$ cat src/rtl/seg_capture.sv
// Reader for a multiplexed active-low 7-segment display bus.
// Reconstructs the 16-bit hex value shown on four scanned or statically driven digits.
module seg_capture #(
    parameter int SYNC_STAGES = 2,
    parameter int SETTLE      = 4
) (
    input  logic        clk,
    input  logic        clr,
    input  logic [6:0]  a_to_g,
    input  logic [3:0]  an,
    output logic [15:0] value,
    output logic        valid,
    output logic [3:0]  digit_err
);

    localparam logic [10:0] IDLE      = 11'h7FF;
    localparam logic [7:0]  SETTLE_M1 = 8'(SETTLE - 1);

    logic [10:0] sync_q [SYNC_STAGES];
    logic [10:0] sync_d [SYNC_STAGES];
    logic [10:0] prev_q, prev_d;
    logic [7:0]  cnt_q, cnt_d;
    logic        taken_q, taken_d;
    logic [3:0]  mask_q, mask_d;
    logic [15:0] shadow_q, shadow_d;
    logic [3:0]  shadow_err_q, shadow_err_d;
    logic [15:0] value_q, value_d;
    logic [3:0]  digit_err_q, digit_err_d;
    logic        valid_q, valid_d;

    logic [10:0] s;
    logic [3:0]  sel;
    logic [3:0]  nib;
    logic        glyph_err;
    logic        changed;
    logic        fire;

    assign s         = sync_q[SYNC_STAGES-1];
    assign sel       = ~s[10:7];
    assign value     = value_q;
    assign valid     = valid_q;
    assign digit_err = digit_err_q;

    always_comb begin
        sync_d[0] = {an, a_to_g};
        for (int i = 1; i < SYNC_STAGES; i++) begin
            sync_d[i] = sync_q[i-1];
        end
    end

    // Segment pattern to nibble; anything outside the sixteen glyphs is flagged.
    always_comb begin
        nib       = 4'h0;
        glyph_err = 1'b0;
        case (s[6:0])
            7'b0000001: nib = 4'h0;
            7'b1001111: nib = 4'h1;
            7'b0010010: nib = 4'h2;
            7'b0000110: nib = 4'h3;
            7'b1001100: nib = 4'h4;
            7'b0100100: nib = 4'h5;
            7'b0100000: nib = 4'h6;
            7'b0001111: nib = 4'h7;
            7'b0000000: nib = 4'h8;
            7'b0000100: nib = 4'h9;
            7'b0001000: nib = 4'hA;
            7'b1100000: nib = 4'hB;
            7'b0110001: nib = 4'hC;
            7'b1000010: nib = 4'hD;
            7'b0110000: nib = 4'hE;
            7'b0111000: nib = 4'hF;
            default:    glyph_err = 1'b1;
        endcase
    end

    always_comb begin
        prev_d       = s;
        changed      = (s != prev_q);
        cnt_d        = changed ? 8'd0 : ((cnt_q == 8'hFF) ? cnt_q : cnt_q + 8'd1);
        // cnt counts repeats after the first sighting, so SETTLE sightings means SETTLE-1.
        fire         = (cnt_d == SETTLE_M1) && (changed || !taken_q);
        taken_d      = changed ? fire : (taken_q | fire);
        mask_d       = mask_q;
        shadow_d     = shadow_q;
        shadow_err_d = shadow_err_q;
        value_d      = value_q;
        digit_err_d  = digit_err_q;
        valid_d      = 1'b0;

        if (fire && (sel != 4'b0000)) begin
            for (int i = 0; i < 4; i++) begin
                if (sel[i]) begin
                    shadow_d[4*i +: 4] = nib;
                    shadow_err_d[i]    = glyph_err;
                end
            end
            mask_d = mask_q | sel;
            if (mask_d == 4'b1111) begin
                value_d     = shadow_d;
                digit_err_d = shadow_err_d;
                valid_d     = 1'b1;
                mask_d      = 4'b0000;
            end
        end
    end

    always_ff @(posedge clk or posedge clr) begin
        if (clr) begin
            for (int i = 0; i < SYNC_STAGES; i++) begin
                sync_q[i] <= IDLE;
            end
            prev_q       <= IDLE;
            cnt_q        <= 8'd0;
            taken_q      <= 1'b0;
            mask_q       <= 4'b0000;
            shadow_q     <= 16'h0000;
            shadow_err_q <= 4'b0000;
            value_q      <= 16'h0000;
            digit_err_q  <= 4'b0000;
            valid_q      <= 1'b0;
        end else begin
            for (int i = 0; i < SYNC_STAGES; i++) begin
                sync_q[i] <= sync_d[i];
            end
            prev_q       <= prev_d;
            cnt_q        <= cnt_d;
            taken_q      <= taken_d;
            mask_q       <= mask_d;
            shadow_q     <= shadow_d;
            shadow_err_q <= shadow_err_d;
            value_q      <= value_d;
            digit_err_q  <= digit_err_d;
            valid_q      <= valid_d;
        end
    end

endmodule
$ cat config.mk
export PLATFORM = sky130hd
export DESIGN_NAME = seg_capture
export DESIGN_NICKNAME = d
export VERILOG_FILES = /design/src/rtl/seg_capture.sv
export SDC_FILE = /design/constraint.sdc
export NUM_CORES = 1
export LEC_CHECK = 0
export ABC_AREA = 1
export CORE_MARGIN = 3
export CORE_UTILIZATION = 46
export CTS_CLUSTER_SIZE = 40
export DETAILED_ROUTE_END_ITERATION = 12
export GPL_TIMING_DRIVEN = 0
export PLACE_DENSITY = 0.74
export SYNTH_ARGS = -nofsm -noshare
export SYNTH_HDL_FRONTEND = slang
export SYNTH_SLANG_ARGS = --single-unit
export TNS_END_PERCENT = 1
$ cat constraint.sdc
create_clock -name clk -period 3.3 [get_ports clk]
set_input_delay 0.495 -clock clk [delete_from_list [all_inputs] [get_ports clk]]
set_output_delay 0.495 -clock clk [all_outputs]
set_load 0.005 [all_outputs]
==> out/summary.txt <==
CTS root buf = clkbuf_8
Fin Clk Skew = 20.97 ps
Max Clock Freq = 418.5 MHz
worst-skew pair later-pin latency = 360 ps
Via density = 5.220
Vert. Die Dim = 102.0 um
fin crit share = 0.7240
core area = 0.008848 mm^2
first-pass GRT wire length = 15.09 mm
Resized cells post-CTS = 0
ys async rst share = 1.000
Flop pwr share = 0.557
clock share of power = 0.382
WL/cell = 13.11 um
Sw Pwr = 0.0004860 W
clk slew on worst S/H paths = 80 ps
gr busiest metal = met2
Max Cap Viol = 0
Reg2Reg Depth = 15
Combinational Power Share = 0.060
Core Util, Final = 0.5584
Slew Limit Fails = 0
nets = 577
io pins = 34
leading area contributor after synthesis = dfrtp_1
YS warnings = 0
starting density of the core = 0.4792
first drt pass iteration count = 6
worst slew pin tran = 688.1 ps
total track usage = 0.1808
CTS Hold Bufs = 0
PwrDens = 405.1 mW/mm^2
Worst Path Max Fanout = 10
setup bufs post-CTS = 0
Hold WS = 356.7 ps
Vias = 3529
CTS Sinks = 87
r2r startpoint = prev_d[8]
switching share of power = 0.2428
ranking of synthesized cells by area = dfrtp_1, dfstp_2, nand2_1
Die Area = 0.01041 mm^2
largest net degree at the start of global routing = 61
post-synthesis sequential area ratio = 0.5232
synth unique cells = 32
net count after synthesis = 532
GRT met1 Usage = 0.2328
fraction of layout cells with a size suffix above 1 = 0.1673
Inserted Diodes = 0
final WL = 8.864 mm
Final Setup Violations = 0
grt total ovfl = 0
DP HPWL = 6.274 mm
max_slew headroom = 0.5396
critical path data arrival time = 2630 ps
Worst Hold Path EP = prev_d[7]
synth-to-layout area growth = 16.52%
top cell type's share of synthesized area = 0.3187
most common flop cell mapped by yosys = dfrtp_1
Syn Area/Cell = 8.186 um^2
antenna violations before repair = 0
port buffer count = 33
DRC Markers = 0
Mapped Area = 0.004240 mm^2
Data required, critical path = 3540 ps
Synth Register Bits = 87
Syn Inst Count = 518
min Tclk post-route = 2389 ps
status = complete, no violations
grt met3 use = 0.04232
Crit Path Class = flip-flop to flip-flop
P_int = 0.001516 W
Clock Path Buffers = 2
hold path cells = 0
num rows = 34
Peak VDD IR = 287.3 uV
RSZ-0062 raised after global routing = false
Worst Min Path Start = sync_d[7]
Die W = 102.0 um
DRT iter0 DRCs = 216
Hold Path Class = flip-flop to flip-flop
Fillers = 799
TritonCTS clock tree = built
Num CTS Buffers = 9
EDFF count, synth = 0
CTS H-tree depth = 3
Critical Path Start Type = flip-flop
met2 usage = 0.3053
Tot Pwr = 0.002002 W
Crit. End Element = flip-flop
register-to-register setup slack = 910 ps
Routed Antenna Nets = 0
Leak Pwr = 2.592 nW
vias in the first global route = 3448
R2R Path End = shadow_q[12]
Final Hold Vio Count = 0
Placer Congestion = 0.9625
## routing by layer
layer  wire length (um)  share of wire
met5                  0              0
met4                 68         0.0077
met3                457          0.052
met2               4402           0.50
met1               3935           0.44
## worst max path at each step
stage	from	endpoint	slack (ps)	depth (start not counted)
floorplan	clr	cnt_q[0]	610	1
finish	prev_d[8]	shadow_q[12]	910	15
CTS	prev_d[8]	shadow_err_q[1]	860	15
global placement	clr	value[10]	-670	2
detailed placement	prev_d[8]	shadow_err_q[1]	890	17
global route	prev_d[8]	shadow_q[0]	720	15
## power groups by stage
stage | sequential [W] | combinational (W) | clock, W
floorplan | 0.00113 | 0.0000791 | 0
global placement | 0.00113 | 0.000114 | 0
detailed placement | 0.00114 | 0.000121 | 0
CTS | 0.00112 | 0.000122 | 0.000783
global route | 0.00112 | 0.000136 | 0.000828
finish | 0.00112 | 0.000121 | 0.000765
## sequential cells by signal (all words and copies together), names as in the netlist
signal,flops
shadow_q,16
valid,1
cnt_q,8
value,16
digit_err,4
prev_q,11
prev_d,11
sync_d,11
mask_q,4
taken_q,1
shadow_err_q,4
## per-stage QoR
step / instances / cell area [um^2] / setup TNS (ps) / setup slack, ps
finish: 676 / 4941 / 0 / 910.7
global route: 676 / 4941 / 0 / 715.9
CTS: 676 / 4941 / 0 / 863.9
detailed placement: 660 / 4736 / 0 / 891.7
global placement: 659 / 4706 / -36100 / -671.7
floorplan: 518 / 4240 / 0 / 609.4
## worst max-delay path, cell delays in order, from the launching register on
cell	delay (ps)
dfstp_2	530
buf_4	170
inv_2	80
nand2_1	60
nand2_1	40
nor2_1	170
nand2_2	120
nor2_8	160
nand3_1	140
nor2_1	150
nand2_1	110
nor2_4	140
nand2_2	90
buf_4	180
nand2_1	70
nand2_1	60
## cells in the mapped netlist (all sizes together), types with 2 or more instances
master and instances:
nand2 223, dfrtp 54, inv 48, nor2 40, nand3 36, dfstp 33, nand4 33, buf 14
o21ai 11, nor3 8, xnor2 5, a21oi 4, or2 2
## cells by family (layout without fill, tap and decap cells)
logic type / after synthesis / after routing / synth area share
AND/OR/NAND/NOR: 345 / 345 / 0.3727
flip-flops: 87 / 87 / 0.5232
buffers and inverters: 64 / 114 / 0.07052
AO/OA/AOI/OAI: 16 / 16 / 0.02036
XOR/XNOR: 5 / 5 / 0.01033
adder cells (fa/ha/maj): 1 / 1 / 0.002950
## cell type report
class | count | area [um^2] | area share
inverters | 49 | 186.4 | 0.03773
well taps | 108 | 135.1 | 0.02735
plain buffers | 15 | 115.1 | 0.02330
clock inverters | 6 | 67.56 | 0.01367
flip-flops and latches | 87 | 2218 | 0.4490
repair buffers | 34 | 357.8 | 0.07242
clock buffers | 10 | 137.6 | 0.02786
multi-input cells | 367 | 1723 | 0.3487
## cells in the final DEF (no fill, tap or decap), drive strengths merged, types with 2 or more instances in the layout
master and instances:
dfrtp 54, clkinv 4, xnor2 5, nand3 36
nor3 8, a21oi 4, nand4 33, nor2 40
nand2 223, dfstp 33, o21ai 11, buf 15
clkbuf 11, inv 49, or2 2, clkdlybuf4s50 33
Power figures use the tool's default switching activity.
